<file path="src/rtl/multicart_mapper.sv">
// Multicart NES mapper: an address-latched outer bank register with a one-shot lock,
// a data-written inner CHR/PRG sub-bank register, and a CPU-cycle IRQ down-counter.
module multicart_mapper #(
  parameter int PRG_BITS       = 3,
  parameter int CHR_OUTER_BITS = 2,
  parameter int CHR_INNER_BITS = 2,
  parameter logic [4:0] OUTER_BASE = 5'b01100,
  parameter int IRQ_BITS       = 16
) (
  input  logic        clk,
  input  logic        reset,
  input  logic        ce,
  input  logic [31:0] flags,
  input  logic [15:0] prg_ain,
  input  logic        prg_read,
  input  logic        prg_write,
  input  logic [7:0]  prg_din,
  output logic [21:0] prg_aout,
  output logic        prg_allow,
  input  logic [13:0] chr_ain,
  output logic [21:0] chr_aout,
  output logic        chr_allow,
  output logic        vram_a10,
  output logic        vram_ce,
  output logic        irq
);

  localparam int CO_LSB   = PRG_BITS;
  localparam int MIR_LSB  = PRG_BITS + CHR_OUTER_BITS;
  localparam int MODE_BIT = MIR_LSB + 2;
  localparam int LOCK_BIT = MODE_BIT + 1;

  logic [PRG_BITS-1:0]       prg_bank;
  logic [CHR_OUTER_BITS-1:0] chr_outer;
  logic [CHR_INNER_BITS-1:0] chr_inner;
  logic [1:0]                mirror;
  logic                      prg_mode;
  logic                      lock;
  logic                      prg_sub;
  logic [IRQ_BITS-1:0]       latch;
  logic [IRQ_BITS-1:0]       latch_next;
  logic [IRQ_BITS-1:0]       counter;
  logic                      irq_en;

  logic wr, outer_hit, inner_hit, latch_hit, ctrl_hit;

  assign wr        = ce && prg_write;
  assign outer_hit = wr && (prg_ain[15:11] == OUTER_BASE) && !lock;
  assign inner_hit = wr && (prg_ain[15:14] == 2'b10) && prg_bank[PRG_BITS-1];
  assign latch_hit = wr && (prg_ain[15:13] == 3'b110);
  assign ctrl_hit  = wr && (prg_ain[15:13] == 3'b111);

  // The high latch byte only carries the bits above 7 that exist for this IRQ width.
  always_comb begin
    latch_next = latch;
    if (!prg_ain[0]) begin
      latch_next[7:0] = prg_din;
    end else begin
      for (int i = 8; i < IRQ_BITS; i++) latch_next[i] = prg_din[i-8];
    end
  end

  always_ff @(posedge clk) begin
    if (reset) begin
      prg_bank  <= '0;
      chr_outer <= '0;
      chr_inner <= '0;
      mirror    <= '0;
      prg_mode  <= 1'b0;
      lock      <= 1'b0;
      prg_sub   <= 1'b0;
      latch     <= '0;
      counter   <= '0;
      irq_en    <= 1'b0;
      irq       <= 1'b0;
    end else if (ce) begin
      if (outer_hit) begin
        prg_bank  <= prg_ain[PRG_BITS-1:0];
        chr_outer <= prg_ain[CO_LSB +: CHR_OUTER_BITS];
        mirror    <= prg_ain[MIR_LSB +: 2];
        prg_mode  <= prg_ain[MODE_BIT];
        lock      <= prg_ain[LOCK_BIT];
      end
      if (inner_hit) begin
        chr_inner <= prg_din[CHR_INNER_BITS-1:0];
        prg_sub   <= prg_din[7];
      end
      if (latch_hit) latch <= latch_next;
      // An acknowledge wins over a terminal count landing in the same cycle.
      if (ctrl_hit) begin
        irq_en  <= prg_din[0];
        counter <= latch;
        irq     <= 1'b0;
      end else if (irq_en) begin
        if (counter == '0) begin
          irq     <= 1'b1;
          counter <= latch;
        end else begin
          counter <= counter - IRQ_BITS'(1);
        end
      end
    end
  end

  always_comb begin
    if (prg_mode) prg_aout = 22'({prg_bank, prg_sub, prg_ain[13:0]});
    else          prg_aout = 22'({prg_bank, prg_ain[14:0]});
    chr_aout = {1'b1, 21'({chr_outer, chr_inner, chr_ain[12:0]})};
    case (mirror)
      2'b00:   vram_a10 = chr_ain[10];
      2'b01:   vram_a10 = chr_ain[11];
      2'b10:   vram_a10 = 1'b0;
      default: vram_a10 = 1'b1;
    endcase
  end

  assign prg_allow = prg_ain[15] && !prg_write;
  assign chr_allow = flags[15];
  assign vram_ce   = chr_ain[13];

  logic unused_inputs;
  assign unused_inputs = &{1'b0, prg_read, flags, prg_din, prg_ain, chr_ain};

endmodule

</file>
<file path="config.mk">
export PLATFORM = sky130hd
export DESIGN_NAME = multicart_mapper
export DESIGN_NICKNAME = d
export VERILOG_FILES = /design/src/rtl/multicart_mapper.sv
export SDC_FILE = /design/constraint.sdc
export NUM_CORES = 1
export LEC_CHECK = 0
export BUFFER_PORTS_ARGS = -buffer_cell sky130_fd_sc_hd__buf_2
export CAP_MARGIN = 20
export CORE_MARGIN = 2
export CORE_UTILIZATION = 50
export CTS_BUF_LIST = sky130_fd_sc_hd__clkbuf_16
export CTS_CLUSTER_DIAMETER = 100
export DETAILED_ROUTE_END_ITERATION = 12
export PLACE_DENSITY = 0.9
export SYNTH_ARGS = -nofsm -noshare
export SYNTH_HDL_FRONTEND = slang
export SYNTH_SLANG_ARGS = --single-unit
</file>
<file path="constraint.sdc">
create_clock -name clk -period 4.74 [get_ports clk]
set_input_delay 0.474 -clock clk [delete_from_list [all_inputs] [get_ports clk]]
set_output_delay 0.474 -clock clk [all_outputs]
set_load 0.005 [all_outputs]
</file>
After elaboration in Yosys (flattened, before gate mapping)

Cells that the tools add are included.
Widths: inputs -> output; s select.

Register bits after elaboration: 46
Input bits: 75
Output and inout bits: 49
Word-level logic and storage cells: 49

Add/sub/neg operators: 1
Equal/unequal tests: 6
Muxes and demuxes: 8
Bitwise gates (word level): 1
Reductions and logical operators: 21

Operator list:

| kind                  | count |
|---|---|
| $mux 16               | 3 |
| $logic_not 16->1      | 1 |
| $sub 16x1->16 const B | 1 |
| $mux 15               | 1 |
| $reduce_and 3->1      | 3 |
| $logic_and 1x1->1     | 8 |
| $reduce_and 2->1      | 4 |
| $eq 3x3->1 const B    | 2 |
| $eq 5x4->1 const B    | 1 |
| $eq 2x2->1 const B    | 2 |
| $reduce_bool 2->1     | 2 |
| $mux 1                | 3 |
| $pmux 1 s3            | 1 |
| $eq 2x1->1 const B    | 1 |
| $logic_not 1->1       | 2 |
| $logic_not 2->1       | 1 |
| $not 1->1             | 1 |

Depth between registers and ports, before layout

Depth after elaboration: 4
Mapped depth: 9

Least setup slack after synthesis

Ideal clock, no wire load.

Path type: register -> register
From: register counter[0]
To: register counter[4]
Arrival time: 1663 ps
Data required time: 4637 ps
Setup slack: 2974 ps
Stages on the path, launching flop included: 9
Clock period less this slack: 1766 ps
Cell sequence: dfxtp_1 > inv_1 > ha_1 > nor4b_1 > and4_1 > buf_4 > nor2_4 > mux2i_1 > a2111oi_2

Cells in the longest elaborated chain, start to end: 4
Elaborated cells between the ends (all ways): 5
Those cells by class: add/sub (1); mux (3); reduce/logical (1)

RTL lines:

| what                                                     | line   | source |
|---|---|---|
| start: declaration                                       | 42     | `logic [IRQ_BITS-1:0] counter;` |
| start signal: assignment                                 | 92     | `counter <= latch;` |
| start signal: assignment                                 | 97     | `counter <= latch;` |
| start signal: assignment                                 | 99     | `counter <= counter - IRQ_BITS'(1);` |
| $sub 16x1->16 / $logic_not 16->1 (equally long branches) | 99, 95 |  |
| $mux 16 (*)                                              | 95     | `if (counter == '0) begin` |
| $mux 16 (*)                                              | 94     | `end else if (irq_en) begin` |
| $mux 16 (*)                                              | 90     | `if (ctrl_hit) begin` |

Every way passes the cells marked *; elsewhere a longest branch is shown, timed or not. The select of a mux whose other input is x is not followed.
A chain may end at the register's enable or synchronous reset.

Final worst setup path

Same ends and word-level chain as after synthesis.

==> reports/results.tsv <==
metric	value	unit
status	complete, no violations	
Final ANT Viol Nets	0	
worst slew pin tran	1.00	ns
cts-stage hold buffer count	0	
worst hold margin	0.431	ns
f_max	0.430	GHz
drt wl/cell	15.3	um
Place WS	2.47	ns
layout net count	386	
period utilization	0.491	
Top FF cell, synth	dfxtp_1	
critical path capture point type	register	
Leak	1.12	nW
vias per cell	5.58	
post_cts resized	0	
Starting Density	0.509	
Min-Delay Path Class	in -> reg	
Slew headroom	0.332	
Pre-antenna DRT Iters	4	
antenna diode count	0	
placed cell count	372	
Die Ht	75.7	um
Cell Rows	26	
Mapped Cells	295	
post-route clock skew	0.00585	ns
grt total ovfl	0	
yosys synthesis warning count	0	
port buffer count	52	
count of pins over their slew limit	0	
sequential area share after synthesis	0.358	
Clock Latency Late Sink	0.29	ns
GRT Total Usage	0.220	
HPWL after DPL	4090	um
DRC Markers	0	
GP Congestion	0.901	
Core Area	0.00504	mm2
setup_tns	0	ns
crit path time final	2.33	ns
unrepaired setup endpoints after global routing	false	
max cap viols	0	
cts bufs inserted	5	
crit path DAT	2.50	ns
die width	75.7	um
Setup Viol. Count Final	0	
vias in the first global route	2024	
final worst-path setup slack	2.41	ns
die area	0.00573	mm2
Post-synth EDFFs	0	
# IOs	124	
crit start category	register	
Area Overhead vs Synth	6.14	%
largest net degree at the start of global routing	48	
worst-path fanout max	13	
Clock Tree Root	clkbuf_16	
first-pass GRT wire length	9520	um
Worst-path clk slew	0.06	ns
CTS max path bufs	2	
1st-iter DRT viols	109	
Critical Path RT	4.92	ns
Synth Register Bits	46	
final wirelength	5790	um
initial antenna violation count	0	
Post-synth ARST share	0	
clock sinks	46	
DR vias	2114	
Cell Pwr Density	322	mW/mm2
area of the mapped netlist	0.00257	mm2
Max VDD drop	0.000260	V
syn_area_per_cell	8.71	um2
Setup CP Type	reg -> reg	
CTS tree	done	
Yosys cell types	50	
Final Hold Vio Count	0	
H-tree levels	2	
layout cells sized above 1	0.233	
post-route insts no fill	379	
fill count	427	
setup bufs post-CTS	0	
[cells in the final DEF (no fill, tap or decap), types with 3 or more instances in the layout]
cell type,count
a211oi_1,4
a21oi_1,15
buf_2,52
clkbuf_16,5
conb_1,9
dfxtp_1,46
inv_1,12
mux2i_1,32
nand2_1,12
nand3_1,3
nor2_1,41
nor2b_1,3
nor3_1,10
nor4_1,3
nor4_2,3
o21ai_0,8
o32ai_1,7
[report_power, final]
group	switching, W	total (W)	internal [W]
Sequential	0.00000536	0.000396	0.000391
Combinational	0.0000905	0.000149	0.0000582
Clock	0.000144	0.000334	0.000190
[final cells by class]
class,count,area (um2),share of cell area
clock buffers,5,125,0.0459
clock inverters,2,11.3,0.00413
inverters,11,41.3,0.0151
multi-input cells,193,1280,0.469
flip-flops and latches,46,921,0.338
well taps,70,87.6,0.0321
repair buffers,52,260,0.0955
[layer usage]
| metal | GRT usage | vias to the layer above | wire [um] | part of all wire |
|---|---|---|---|---|
| li1 | - | 1020 | - | - |
| met1 | 0.265 | 1016 | 2360 | 0.41 |
| met2 | 0.374 | 66 | 2970 | 0.51 |
| met3 | 0.0569 | 12 | 350 | 0.060 |
| met4 | 0.0858 | 0 | 113 | 0.020 |
| met5 | 0 | - | 0 | 0 |
[critical path, stage by stage, from the launching register on]
cell	delay, ns
dfxtp_1	0.31
inv_1	0.12
ha_1	0.22
nor4b_1	0.33
and4_1	0.49
nor2_4	0.17
mux2i_1	0.18
a2111oi_2	0.39
[worst paths after layout]
check / start / endpoint / slack [ns] / cells past startpoint
setup / recovery: counter[0] / counter[4] / 2.41 / 7
hold / removal: prg_ain[8] / lock / 0.43 / 3
setup reg to reg: counter[0] / counter[4] / 2.41 / 7
hold reg to reg: lock / lock / 0.49 / 2
[logic make-up after synthesis]
family          count (synthesis)  share of synthesized area
buf+inv                        63                      0.153
mux                            33                      0.129
simple gates                  100                      0.214
other cells                     2                    0.00292
fa+ha+maj                       2                    0.00974
compound gates                 49                      0.132
flops                          46                      0.358
[cells in the mapped netlist (2+ instances only)]
master | n | area [um2]
a2111oi_2 | 2 | 30.0
a211oi_1 | 4 | 30.0
a21oi_1 | 15 | 75.1
and3_1 | 2 | 12.5
buf_1 | 3 | 11.3
buf_2 | 3 | 15.0
buf_4 | 39 | 293
clkbuf_1 | 6 | 22.5
conb_1 | 2 | 7.51
dfxtp_1 | 46 | 921
ha_1 | 2 | 25.0
inv_1 | 11 | 41.3
mux2i_1 | 32 | 320
nand2_1 | 12 | 45.0
nand2b_1 | 2 | 12.5
nand3_1 | 3 | 15.0
nand4_1 | 2 | 12.5
nand4b_1 | 2 | 17.5
nor2_1 | 41 | 154
nor2_2 | 2 | 12.5
nor2b_1 | 3 | 18.8
nor3_1 | 10 | 50.1
nor3b_1 | 2 | 15.0
nor4_1 | 3 | 18.8
nor4_2 | 3 | 37.5
nor4b_1 | 2 | 17.5
o21ai_0 | 8 | 40.0
o21ai_1 | 2 | 10.0
o22ai_1 | 2 | 12.5
o32ai_1 | 7 | 61.3
or3_1 | 2 | 12.5
or4_1 | 2 | 15.0
[stage by stage]
stage	total power [W]	util	instance area (um2)
floorplan	0.000538	-	2590
global placement	0.000545	0.514	2590
detailed placement	0.000550	0.514	2590
CTS	0.000876	0.541	2730
global route	0.000914	0.541	2730
finish	0.000879	0.541	2730
[flip-flops by register name, indices dropped and copies added, names as in the netlist]
register   cells
prg_bank       3
chr_inner      2
chr_outer      2
prg_mode       1
lock           1
latch         16
counter       16
prg_sub        1
irq            1
irq_en         1
mirror         2
No activity file was read; power rests on OpenSTA's default activity.
